<file path="src/rtl/logic_op_pipe.sv">
// Elastic bitwise-operation pipeline: AND/OR/XOR/NAND evaluated at stage-0 entry,
// then carried through G_STAGES valid/ready register stages with a completed-result counter.
module logic_op_pipe #(
  parameter int G_WIDTH  = 8,
  parameter int G_STAGES = 2,
  parameter int G_CNT_W  = 16
) (
  input  logic               clk,
  input  logic               rst_n,
  input  logic               in_valid,
  output logic               in_ready,
  input  logic [G_WIDTH-1:0] a,
  input  logic [G_WIDTH-1:0] b,
  input  logic [1:0]         op,
  output logic               out_valid,
  input  logic               out_ready,
  output logic [G_WIDTH-1:0] c,
  output logic [1:0]         out_op,
  output logic [G_CNT_W-1:0] xfer_cnt
);

  localparam int LAST = G_STAGES - 1;

  generate
    if (G_STAGES < 1 || G_STAGES > 8) begin : g_bad_stages
      $fatal(1, "logic_op_pipe: G_STAGES must be in 1..8");
    end
  endgenerate

  logic [G_STAGES-1:0] valid_reg;
  logic [G_STAGES-1:0] adv;
  logic [G_WIDTH-1:0]  data_reg [G_STAGES];
  logic [1:0]          op_reg   [G_STAGES];
  logic [G_CNT_W-1:0]  xfer_cnt_reg;
  logic [G_WIDTH-1:0]  op_result;

  always_comb begin
    op_result = '0;
    case (op)
      2'b00:   op_result = a & b;
      2'b01:   op_result = a | b;
      2'b10:   op_result = a ^ b;
      default: op_result = ~(a & b);
    endcase
  end

  // Stage k may advance iff some stage at or after k is empty, or the consumer takes
  // the last beat. Written in closed form so the ready chain has no self-dependency.
  generate
    for (genvar gi = 0; gi < G_STAGES; gi++) begin : g_adv
      assign adv[gi] = out_ready || !(&valid_reg[LAST:gi]);
    end
  endgenerate

  always_ff @(posedge clk or negedge rst_n) begin
    if (!rst_n) begin
      valid_reg    <= '0;
      xfer_cnt_reg <= '0;
      for (int k = 0; k < G_STAGES; k++) begin
        data_reg[k] <= '0;
        op_reg[k]   <= '0;
      end
    end else begin
      if (adv[0]) begin
        valid_reg[0] <= in_valid;
        if (in_valid) begin
          data_reg[0] <= op_result;
          op_reg[0]   <= op;
        end
      end
      for (int k = 1; k < G_STAGES; k++) begin
        if (adv[k]) begin
          valid_reg[k] <= valid_reg[k-1];
          if (valid_reg[k-1]) begin
            data_reg[k] <= data_reg[k-1];
            op_reg[k]   <= op_reg[k-1];
          end
        end
      end
      if (valid_reg[LAST] && out_ready) begin
        xfer_cnt_reg <= xfer_cnt_reg + G_CNT_W'(1);
      end
    end
  end

  assign in_ready  = adv[0];
  assign out_valid = valid_reg[LAST];
  assign c         = data_reg[LAST];
  assign out_op    = op_reg[LAST];
  assign xfer_cnt  = xfer_cnt_reg;

endmodule

</file>
<file path="config.mk">
export PLATFORM = sky130hd
export DESIGN_NAME = logic_op_pipe
export DESIGN_NICKNAME = d
export VERILOG_FILES = /design/src/rtl/logic_op_pipe.sv
export SDC_FILE = /design/constraint.sdc
export NUM_CORES = 1
export LEC_CHECK = 0
export CORE_MARGIN = 4
export CORE_UTILIZATION = 45
export CTS_CLUSTER_DIAMETER = 100
export DETAILED_ROUTE_END_ITERATION = 6
export GPL_TIMING_DRIVEN = 0
export HOLD_SLACK_MARGIN = 0.15
export PLACE_DENSITY = 0.85
export SETUP_SLACK_MARGIN = 0.02
export SLEW_MARGIN = 20
export SYNTH_ARGS = -nofsm -noshare
export SYNTH_HDL_FRONTEND = slang
export SYNTH_SLANG_ARGS = --single-unit
</file>
<file path="constraint.sdc">
create_clock -name clk -period 1.52 [get_ports clk]
set_input_delay 0.304 -clock clk [delete_from_list [all_inputs] [get_ports clk]]
set_output_delay 0.304 -clock clk [all_outputs]
set_load 0.1 [all_outputs]
</file>
---- Word-level counts from Yosys, hierarchy flattened ----
Index checks and enable logic that the tools add are counted.
storage, ports and cells
  bits of input ports ..................... 22
  logic and storage cells ................. 24
  output and inout bits ................... 28
  register bits ........................... 38
cells by class
  add/subtract/negate cells ............... 1
  mux-type cells .......................... 1
  equality and inequality tests ........... 2
  reduce and logical (&&, ||, !) cells .... 9
  bitwise operators ....................... 4
operator list
  cell                     count
  $pmux W8 S3              1
  $add A16 B1 Y16 const B  1
  $and A8 B8 Y8            1
  $not A8 Y8               1
  $or A8 B8 Y8             1
  $xor A8 B8 Y8            1
  $reduce_and A2 Y1        3
  $eq A2 B1 Y1 const B     1
  $eq A2 B2 Y1 const B     1
  $logic_not A1 Y1         2
  $logic_not A2 Y1         1
  $logic_or A1 B1 Y1       2
  $logic_and A1 B1 Y1      1

---- Depth between registers and ports, before layout ----
Gate-level depths: netlist of run 1.
  word-level depth ........................ 4
  mapped depth ............................ 6
  gate-level depth less buffers ........... 6

---- Least setup slack after synthesis of run 1 ----
Ideal clock, no wire load.
  kind .................................... register to register
  start ................................... reg valid_reg[1]
  end ..................................... reg data_reg[13] in the netlist's numbering
  arrival ................................. 2.933 ns
  cell stages (with the launch flop) ...... 5
  path slack .............................. -1.549 ns
  buffers on the path ..................... 1
  cell sequence ........................... dfrtp_1 > nand3b_1 > nand2_1 > clkbuf_1 > o21ai_0
between the ends
  word-level cells in the longest chain between the ends .. 4
ends and longest elaborated chain
  item                                RTL line  RTL
  start, declared                     30        logic [G_STAGES-1:0] valid_reg;
  start signal, assigned by index     73        valid_reg[k] <= valid_reg[k-1];
  $reduce_and A2 Y1                   51        assign adv[gi] = out_ready || !(&valid_reg[LAST:gi]);
  $logic_not A1 Y1                    51
  $logic_or A1 B1 Y1                  51
  via in_ready                        11        output logic in_ready,
  $reduce_and A2 Y1 (no source line)  n/a
  end signal, assigned by index       75        data_reg[k] <= data_reg[k-1];
  end, declared                       32        logic [G_WIDTH-1:0] data_reg [G_STAGES];
The timed path passes the listed nets, and every way through them passes these cells.
A chain may end at the register's enable or synchronous reset.

---- Worst setup path after layout of run 1 ----
  start ................................... reg valid_reg[1]
  end ..................................... out in_ready
between the ends
  word-level cells in the longest chain between the ends .. 3
ends and longest elaborated chain
  item                RTL line
  $reduce_and A2 Y1   51
  $logic_not A1 Y1    51
  $logic_or A1 B1 Y1  51
  end, declared       11
No other way between the ends.

==> results of run 1 <==
through the flow:
step / total power, mW / instance area (sq um) / TNS (ns)
after floorplan: 3.130 / 2271 / -9.455
after global placement: 3.588 / 2806 / -45.33
after detailed placement: 3.654 / 2829 / -16.65
after CTS: 4.576 / 2868 / 0
after global routing: 4.823 / 2913 / -0.04682
final: 4.593 / 2913 / 0
area by class of cell:
type                            count  share of cell area, %
Multi-Input combinational cell    134                  37.93
Sequential cell                    38                  34.19
Timing Repair Buffer               51                  14.22
Buffer                             16                  3.565
Inverter                           23                  2.964
Clock buffer                        6                  2.835
Tap cell                           52                  2.234
Clock inverter                      2                  2.062
cell usage in the layout (no fill, tap or decap), drive strengths merged:
cell type      instances
dfrtp                 38
nor4                   1
inv                   23
and2                   1
nand4                  1
nor2                  10
o22ai                  2
or3                    2
a21oi                  6
o31a                   3
a21boi                 2
a2bb2oi                2
nand3b                 1
xnor2                  9
mux2i                  5
nand2                 18
a211oi                 1
dlygate4sd2            1
o211ai                 3
and3                   1
ha                    17
nand3                  5
nor2b                  5
bufinv                 2
mux2                  13
xor2                   6
buf                   38
nand2b                 3
clkbuf                16
dlygate4sd3            1
nor3                   4
clkdlybuf4s50         17
o21ai                 13
what timing repair did:
| action | 4_1_cts | 5_1_grt |
|---|---|---|
| gates resized for setup | 145 | 17 |
| hold buffers | 1 | 0 |
| buffers inserted | 1 | 1 |
| hold endpoints to repair | 15 | 0 |
| setup endpoints to repair | 34 | 22 |
| pin swaps | 0 | 6 |
worst register-to-register path: stages, from the launching register on:
cell,delay [ns]
dfrtp_4,0.45
ha_4,0.15
nand2_2,0.04
or3_4,0.44
nor3_4,0.14
xor2_1,0.15
how the worst max path moves through the flow:
stage	start	end	slack [ns]	depth (start not counted)
6_report	valid_reg[1]$_DFFE_PN0P_	in_ready	0.04	2
5_1_grt	xfer_cnt[0]$_DFFE_PN0P_	xfer_cnt[12]$_DFFE_PN0P_	-0.03	5
4_1_cts	xfer_cnt[0]$_DFFE_PN0P_	xfer_cnt[12]$_DFFE_PN0P_	0.02	6
3_5_place_dp	out_ready	in_ready	-0.98	3
3_3_place_gp	out_ready	in_ready	-1.0	3
2_1_floorplan	valid_reg[1]$_DFFE_PN0P_	data_reg[13]$_DFFE_PN0P_	-0.84	4
power by group:
group	switching [mW]	internal, mW
Combinational	1.51	0.570
Clock	0.350	0.700
Sequential	0.193	1.27
Total	2.05	2.54
metal layers:
| metal | global-route usage, % | vias up |
|---|---|---|
| met2 | 25.99 | 49 |
| met3 | 3.356 | 6 |
| met1 | 16.02 | 735 |
| met5 | 0 | - |
| li1 | - | 806 |
| met4 | 6.228 | 0 |
cell families (layout without fill, tap and decap cells):
| logic type | Yosys count | in the layout | synth area share, % |
|---|---|---|---|
| buffers and inverters | 40 | 98 | 8.833 |
| adder cells (fa/ha/maj) | 17 | 17 | 9.815 |
| flip-flops | 38 | 38 | 43.88 |
| multiplexers | 18 | 18 | 9.065 |
| AND/OR/NAND/NOR | 52 | 52 | 13.28 |
| XOR/XNOR | 15 | 15 | 6.063 |
| AO/OA/AOI/OAI | 32 | 32 | 9.065 |
==> results.txt, run 1 <==
The type of the worst min-delay path is flip-flop to flip-flop. The headroom to the max-slew limit is 67.48%. The critical path is of the flip-flop to primary output type. The register bit total from synthesis came out at 38. The row count came out at 24. The number of routed nets with antenna violations is 0. The overall track demand over capacity in global routing came out at 14.34%. The start point of the worst hold path is xfer_cnt[15]$_DFFE_PN0P_.

The number of clock sinks seen by CTS is 38. The synthesized netlist occupies a cell area of 2167 sq um. At the end of routability-driven placement, the weighted congestion stood at 0.7714. The insertion delay to the later sink of the worst-skew pair is 0.29 ns.

Among all cell types in the netlist, the one instantiated most often is dfrtp_1. Ranked by instance count, the synthesized netlist is headed by dfrtp_1 (38), inv_1 (23), ha_1 (17), nand2_1 (17), mux2_2 (13). The register clock-pin slew on the reported worst setup and hold paths is 0.07 ns. The die outline area came out at 5990 sq um. The number of enable flip-flop cells after synthesis came out at 0. Grouping stages by cell kind, the critical path spends the most delay in flip-flops. In this run the critical register-to-register path is captured at xfer_cnt[12]$_DFFE_PN0P_.

The deepest clock path buffer count is 2. The share of post-route cells with drive strength above 1 is 35.93%. The global-route wire length before repair is 6962 um. For hold timing, the worst endpoint is xfer_cnt[15]$_DFFE_PN0P_. The maximum fanout along the worst path came out at 5. Summing all flip-flop and latch instances after layout gives approximately 1000 sq um. The number of antenna violations at the first check in global routing is 0.

The antenna diode count is 0. For this run, the detailed router's first-pass iteration total came to 4. The startpoint identified for the worst register-to-register timing path is xfer_cnt[0]$_DFFE_PN0P_. Of the post-synthesis cell area, the dominant cell type holds 43.88%. The count of buffers inserted at the top-level ports is 47. The flow ran to the end, and the final reports show no timing, DRC or antenna violations. The worst setup path is launched from a flip-flop. Once routing completed, OpenROAD measured the worst setup slack at 0.04027 ns. The worst hold slack across all endpoints is between 0.4 and 0.5 ns. The total overflow reported by the global router came out at 0.

The final wirelength came out at 3999 um. The cell taking the most area after synthesis is dfrtp_1. The highest layer touched by signal routing is met4. The clock root buffer is clkbuf_8. TritonCTS built the clock tree. The layout has around 380 filler cells. The sequential-to-total area share from yosys stat came out at a little over two fifths.

The highest cell delay on the worst timing path is 0.50 ns. The total length of routed met2 wires came out at 2022 um. The number of synthesis warnings is 0. The net count after synthesis is 251. From left edge to right edge, the die measures 77.40 um.

The sum of buffers and inverters on the critical path came out at 1. The post-layout minimum cycle time came out at about 1.5 ns. The pre-CTS setup slack is -0.9788 ns. The total core area is 4504 sq um. The most used flip-flop cell after synthesis is dfrtp_1. The number of H-tree levels is 2. By area the synthesized netlist is led by dfrtp_1 (44%), ha_1 (9.8%), mux2_2 (6.8%). The final count of pins violating max slew is 0.

For the pin with the worst max-slew slack, the measured transition is 0.4912 ns. The number of instances in the synthesized netlist is 212. The number of placed instances with taps included came out at 312.

The reg-to-reg setup timing slack is about 0.07 ns. Pin placement for this block handled 50 I/O pins. The arrival time of the worst setup path is between 1 and 1.5 ns. The total area of multi-input combinational cells came out at 1105 sq um. The detailed-route wire length on metal 1 came out at 1676 um. The sum of met3 wire segment lengths after detailed routing came out at between 200 and 250 um. The per-cell routed wire length came out at roughly 12 um. The hold-critical path depth is 1.

The maximum clock rate came out at 675.8 MHz. The count of final hold-check violations came out at 0. The register with the most flip-flops in the layout has 16 of them. Between clock sinks in the finished design, the worst skew comes to 0.006372 ns.

The total of endpoints with negative setup slack in the final report came out at 0. The tool flagged a number of max-cap violations equal to 0. The clock buffer count from CTS is 5. Measured in cells, the most critical reg-to-reg path has a length of 5. The static leakage is 1.397 nW. The detailed router finished its first iteration with 38 violations. Measured along the y axis, the die boundary spans 77.40 um. Dividing the synthesized area by the synthesized cell count gives 10.22 sq um. For this run, the number of standard cells in the final layout without fillers is 322.

Compared with the post-synthesis result, the final layout area differs by 34.41%. The worst setup path is captured at a primary output. For this block, the via count after detailed routing is 1,596. For the worst setup path, the data required time is 1.22 ns. Entering global routing, the biggest net connects 24 pins.

In the routed design, unresolved DRC markers number 0. Setup repair after global routing could not meet its margin everywhere. For this design, the slowest cell found on the critical path is dfrtp_4. The netlist uses 35 different library cells. The signal on the critical path passes through nand3b_1 > buf_12. The via density per instance is 4.957. The number of global-route vias before repair is 1,589. Of all flip-flops after synthesis, the portion carrying an async set or reset was 100.0%. The utilization after layout came out at about 65%. Of the available clock period, the critical path in the final layout requires a little over nine tenths.

Detailed placement finished with a half-perimeter wire length of ~3200 um. The number of nets at the end of the flow came out at 308. The areal power density over the cells is 1577 nW/um^2. The effective utilization at floorplan is 48.11%.

The peak supply drop is 1.114 mV.
Power figures use the tool's default switching activity.
==> run 2, diff against run 1 <==
CTS_CLUSTER_SIZE = 14   (was default)
==> results of run 2 <==
No change in the layout: final DEF, timing and power equal those of run 1.
==> run 3, diff against run 2 <==
SKIP_LAST_GASP = 1   (was default)
TNS_END_PERCENT = 30   (was default)
==> run 3 against run 2 <==
Compared with the run above: the run now ends with negative setup slack left; die area is the same; critical path type unchanged; first-iteration DRC count increased by 76%; register-to-register slack worse by 0.11 ns; critical path depth unchanged.
==> results.txt, run 3 (synthesis gave the netlist of run 1 again) <==
The flow ran to the end, but the final reports show violations. The checks that failed: negative setup slack. The worst setup path is captured at a primary output. The largest net degree at the start of global routing is 28 (+17%). The number of cells on the worst reg-to-reg path is 6 (+1). The die outline area is 5990 sq um (unchanged). The number of antenna violations at the first check in global routing came out at 0 (unchanged). The arrival time of the worst setup path came out at 1.26 ns (+0.08 ns). The maximum fanout along the worst path came out at 2 (-3). The I/O pin count came to 50 (unchanged). The final clock skew came out at 0.005308 ns (-0.001064 ns). The width of the chip came out at 77.40 um (unchanged). The count of buffers inserted at the top-level ports is 47 (unchanged). The number of clock sinks seen by CTS is 38 (unchanged).

The share of post-route cells with drive strength above 1 is 30.04% (-5.9 points). The slew at the pin closest to its max-slew limit is 0.5482 ns (+0.05693 ns). Setup repair after global routing could not meet its margin everywhere. The final count of pins violating max slew is 0 (unchanged). The worst setup path is of the flip-flop to primary output kind.

The via count of the routed design is 1,648 (+3.3%). The sum of negative setup slack came out at -0.3484 ns (-0.3484 ns). The most common cell after layout, fill and taps aside is dfrtp_1. The number of routed nets with antenna violations was 0 (unchanged). The number of filler cells placed in the layout came out at 369 (-3.1%). The routability congestion estimate is 0.8143 (+5.6%).

The top cell types in the final layout, fill and taps aside, are dfrtp_1 (36), inv_1 (23), buf_2 (17), buf_4 (17), clkdlybuf4s50_1 (17). Compared with the post-synthesis result, the final layout area differs by 31.81%. The global-route wire length before repair was 6437 um (-7.5%). The data required time of the critical path came out at 1.22 ns (about the same). The antenna diode count is 0 (unchanged). The count of final hold-check violations was 0 (unchanged). The number of global-route vias before repair was 1,472 (-7.4%). The first element of the critical path is c[0]$_DFFE_PN0P_. The clock buffer count from CTS was 5 (unchanged). The number of DRC violations after detailed routing is 0 (unchanged).

The row count came out at 24 (unchanged). The path class of the tightest hold or removal check is input port to flip-flop. The total core area is 4504 sq um (unchanged).

The peak supply drop came out at 1.150 mV (+3.2%). The via density per instance came out at 5.071 (+2.3%). The violation count after the first detailed-routing iteration came out at 67 (+76%). The insertion delay to the later sink of the worst-skew pair was 0.28 ns (about the same). The overall power after layout was 4.178 mW (-9.0%).

The final wirelength came to 3976 um (-0.58%). The register clock-pin slew on the reported worst setup and hold paths came to 0.07 ns (about the same). The post-layout minimum cycle time came to 1.566 ns (+0.08648 ns). The overall track demand over capacity in global routing is 13.26% (-1.1 points).

The startpoint identified for the worst hold timing path is out_ready. The hold-critical path depth is 3 (+2). The clock tree from TritonCTS is built. The number of violations of the max-capacitance limit is 0 (unchanged). STA classifies the critical path startpoint as a flip-flop. The effective utilization at floorplan came out at 48.11% (unchanged). The maximum clock rate came out at 638.5 MHz (-5.5%).

The headroom to the max-slew limit is 63.63% (-3.9 points). The number of H-tree levels is 2 (unchanged). The areal power density over the cells is 1463 nW/um^2 (-7.2%).

The per-cell routed wire length is 12.23 um (-1.5%). The total of endpoints with negative setup slack in the final report is 10 (+10). The setup slack after layout came out at -0.04621 ns (-0.08648 ns).

The number of nets at the end of the flow is 311 (+0.97%). In this run the critical register-to-register path is launched from xfer_cnt[0]$_DFFE_PN0P_. The total overflow reported by the global router came out at 0 (unchanged).

The number of flip-flops in the largest register was 16 (unchanged). The HPWL after detailed placement is 3015 um (-5.9%). In this run the clock root is driven by a clkbuf_8.

The height of the die came out at 77.40 um (unchanged). The deepest clock path buffer count came out at 2 (unchanged). The number of optimization iterations in the first detailed-route pass is 4 (unchanged).

The static leakage came out at 1.402 nW (+0.37%). The final worst-path cycle share was 103.0% (+5.7 points).
run 3: changes by cell type in the layout (fill, tap and decap cells not counted), moves of 2 or more:
cell and change:
buf_2 -4, buf_4 +2, bufinv_16 -2, clkbuf_4 -6, clkdlybuf4s15_2 +10, dfrtp_1 +14, dfrtp_2 -5, dfrtp_4 -9
run 3: per-stage QoR:
stage | cells | util, % | hold WS (ns) | cell area (sq um) | worst slack, ns
after CTS | 321 | 62.17 | 0.4249 | 2800 | -0.1455
after global placement | 311 | 60.39 | 0.4572 | 2720 | -0.9884
after global routing | 325 | 63.42 | 0.4354 | 2856 | -0.1517
after detailed placement | 312 | 60.72 | 0.2022 | 2735 | -0.9821
final | 325 | 63.42 | 0.4119 | 2856 | -0.04621
after floorplan | 212 | - | 0.008409 | 2185 | -0.8414
run 3: layout make-up:
class / instances / area, sq um / share of cell area (%)
Clock buffer: 7 / 86.33 / 3.022
Sequential cell: 38 / 955.9 / 33.46
Multi-Input combinational cell: 134 / 1070 / 37.45
Buffer: 17 / 115.1 / 4.030
Inverter: 23 / 86.33 / 3.022
Timing Repair Buffer: 53 / 473.0 / 16.56
Tap cell: 52 / 65.06 / 2.278
Clock inverter: 1 / 5.005 / 0.1752
run 3: path summary, 6_finish.rpt:
check	endpoint	slack [ns]
worst max-delay path	c[0]	-0.05
worst min register to register	xfer_cnt[15]$_DFFE_PN0P_	0.47
worst max register to register	xfer_cnt[12]$_DFFE_PN0P_	-0.04
min in group asynchronous	xfer_cnt[4]$_DFFE_PN0P_	0.43
worst min-delay path	xfer_cnt[0]$_DFFE_PN0P_	0.41
max in group asynchronous	valid_reg[1]$_DFFE_PN0P_	0.65
run 3: routing by layer:
metal	GRT usage (%)	vias to the layer above	share of wire (%)
met5	0	-	0
met4	5.338	0	1.7
met3	4.630	8	7.3
met2	22.11	58	49
met1	15.66	764	42
li1	-	818	-
run 3: where the power goes:
group / leakage, nW / total (mW) / internal (mW) / switching, mW
registers: 0.464 / 1.39 / 1.22 / 0.172
logic: 0.890 / 2.10 / 0.577 / 1.53
clock network: 0.0482 / 0.682 / 0.365 / 0.317
total: 1.40 / 4.18 / 2.16 / 2.02
run 3: what timing repair did:
item | in CTS | in global routing
gates resized for setup | 114 | 25
hold endpoints to repair | 11 | 0
setup buffers | 0 | 4
hold buffers | 1 | 0
pin swaps | 0 | 4
gates cloned | 0 | 0
setup endpoints to repair | 44 | 41
run 3: critical path: stages, from the launching register on:
cell             delay [ns]
dfrtp_1                0.34
buf_4                  0.10
clkdlybuf4s15_2        0.54
==> patch, RTL diff (flow settings as in run 3) <==
`G_CNT_W`: 16 -> 12.
--- a/src/rtl/logic_op_pipe.sv
+++ b/src/rtl/logic_op_pipe.sv
@@ -5,3 +5,3 @@
   parameter int G_STAGES = 2,
-  parameter int G_CNT_W  = 16
+  parameter int G_CNT_W  = 12
 ) (
Ports: changed (resized xfer_cnt); port bits go from 50 to 46. No check against the original RTL was run, so the function may have changed too.
==> patch against run 3 <==
  * The run still ends with setup timing left
  * Critical path depth up 2
  * Sequential cell count down 4
  * Setup slack worse by 0.035 ns
  * Synthesized area down 6.9%
  * Design area down 5.8%
  * Routed wire length down 8.7%
  * Maximum frequency down 2.2%
  * Total power down 3.0%
  * Largest cell class unchanged
  * Highest routed layer unchanged
==> patch: results (changes against run 3) <==
- Status: finished, violations left (unchanged)
- Failing checks: setup timing (unchanged)
- Hold WC Path Type: reg2reg (was in2reg)
- FF-to-FF End: op_reg[2] (was xfer_cnt[12])
- Syn Nets: 238 (was 251)
- Largest net degree at the start of global routing: 35 (was 28)
- Peak supply drop: 0.000739 V (was 0.00115 V)
- Clock Skews: 0.00314 ns (was 0.00531 ns)
- Vias in the first global route: 1509 (was 1472)
- WHS Endpoint: xfer_cnt[11] (was xfer_cnt[0])
- Gr usage total: 14.2% (was 13.3%)
- Setup ws final: -0.0815 ns (was -0.0462 ns)
- Mux cell area share after synthesis: 7.63% (was 9.06%)
- Sequential area share after synthesis: 42.2% (was 43.9%)
- Reg2reg setup slack: 0.02 ns (was -0.04 ns)
- Layout fillers: 383 (was 369)
- Number of port buffers: 44 (was 47)
- DR iter-0 viols: 24 (was 67)
- Worst slack, placed: -1.18 ns (was -0.982 ns)
- Synth Area in Adders: 10.5% (was 9.82%)
- Share of layout cells above drive strength 1: 32.8% (was 30.0%)
- Final HPWL DP: 2920 um (was 3010 um)
- Nets@finish: 294 (was 311)
- TNS Setup: -0.469 ns (was -0.348 ns)
- Xor/xnor share of the synthesized area: 4.78% (was 6.06%)
- Crit path max fanout: 4 (was 2)
- Hold path cells: 1 (was 3)
- HP Start: xfer_cnt[11] (was out_ready)
- Vias per cell: 5.00 (was 5.07)
- Number of flip-flops in the largest register: 12 (was 16)
- Final WL: 3630 um (was 3980 um)
- Reg-to-Reg Start: valid_reg[1] (was xfer_cnt[0])
- Global-route wire length before repair: 6160 um (was 6440 um)
- RD Place Congestion: 0.785 (was 0.814)
- Clock buffer count from CTS: 5 (unchanged)
- Synth unique cells: 34 (was 35)
- Leak: 1.27 nW (was 1.40 nW)
- Setup Viol. Count Final: 14 (was 10)
- Synth warn: 0 (unchanged)
- Synth area leaders: dfrtp_1, ha_1, mux2_2 (unchanged)
- Compound-Gate Fraction of Synth Area: 10.5% (was 9.06%)
- Post-synth top cells: dfrtp_1, inv_1, ha_1 (was dfrtp_1, inv_1, ha_1, nand2_1, mux2_2)
- Worst slew margin: 51.6% (was 63.6%)
- Placement Cell Area: 2570 um^2 (was 2740 um^2)
- Root Driver: clkbuf_8 (unchanged)
- Worst r2r path cells: 6 (unchanged)
[patch: final cells by class]
class / count / area, um^2 / share of cell area, %
Multi-Input combinational cell: 129 / 1000 / 37.1
Clock inverter: 1 / 5.00 / 0.186
Inverter: 20 / 91.3 / 3.39
Sequential cell: 34 / 872 / 32.4
Buffer: 16 / 108 / 4.00
Tap cell: 52 / 65.1 / 2.42
Timing Repair Buffer: 49 / 464 / 17.2
Clock buffer: 7 / 86.3 / 3.21
[patch: metal layers]
metal	vias up	share of wire (%)	GRT usage [%]
li1	775	-	-
met1	722	42	15.5
met2	39	51	25.7
met3	3	5.6	2.94
met4	0	1.2	7.11
met5	-	0	0
[patch: worst max path at each step]
stage,startpoint,end,slack (ns),depth (start not counted)
after floorplan,valid_reg[1],op_reg[2],-0.08,5
after global placement,out_ready,in_ready,-1.18,5
after detailed placement,out_ready,in_ready,-1.18,5
after CTS,valid_reg[1],in_ready,-0.12,4
after global routing,valid_reg[1],in_ready,-0.12,4
final,valid_reg[1],in_ready,-0.08,4
[patch: cell families (layout without fill, tap and decap cells)]
family / after synthesis / count (layout)
compound gates: 32 / 32
mux: 13 / 13
simple gates: 56 / 56
flops: 34 / 34
buf+inv: 36 / 93
fa+ha+maj: 17 / 17
xor+xnor: 11 / 11
[patch: through the flow]
stage                     instances  hold slack [ns]
after floorplan                 199          0.00841
after global placement          295            0.456
after detailed placement        295            0.404
after CTS                       306            0.474
after global routing            308            0.498
final                           308            0.468
[patch: worst max-delay path: stages, from the launching register on]
cell and delay (ns):
dfrtp_4 0.49, and3b_1 0.19, buf_6 0.14, inv_16 0.05, buf_16 0.15
[patch: where the power goes]
part	internal (W)	leakage, nW	switching (W)	total (W)
sequential	0.00114	0.400	0.000182	0.00132
clock	0.000365	0.0482	0.000296	0.000661
combinational	0.000554	0.821	0.00152	0.00207
total	0.00206	1.27	0.00199	0.00405
[patch: repair_timing]
item,CTS,global route
setup endpoints to repair,31,27
hold endpoints to repair,34,0
hold buffers,1,0
resized for setup,96,7
setup buffers,2,2
pin swaps,1,1
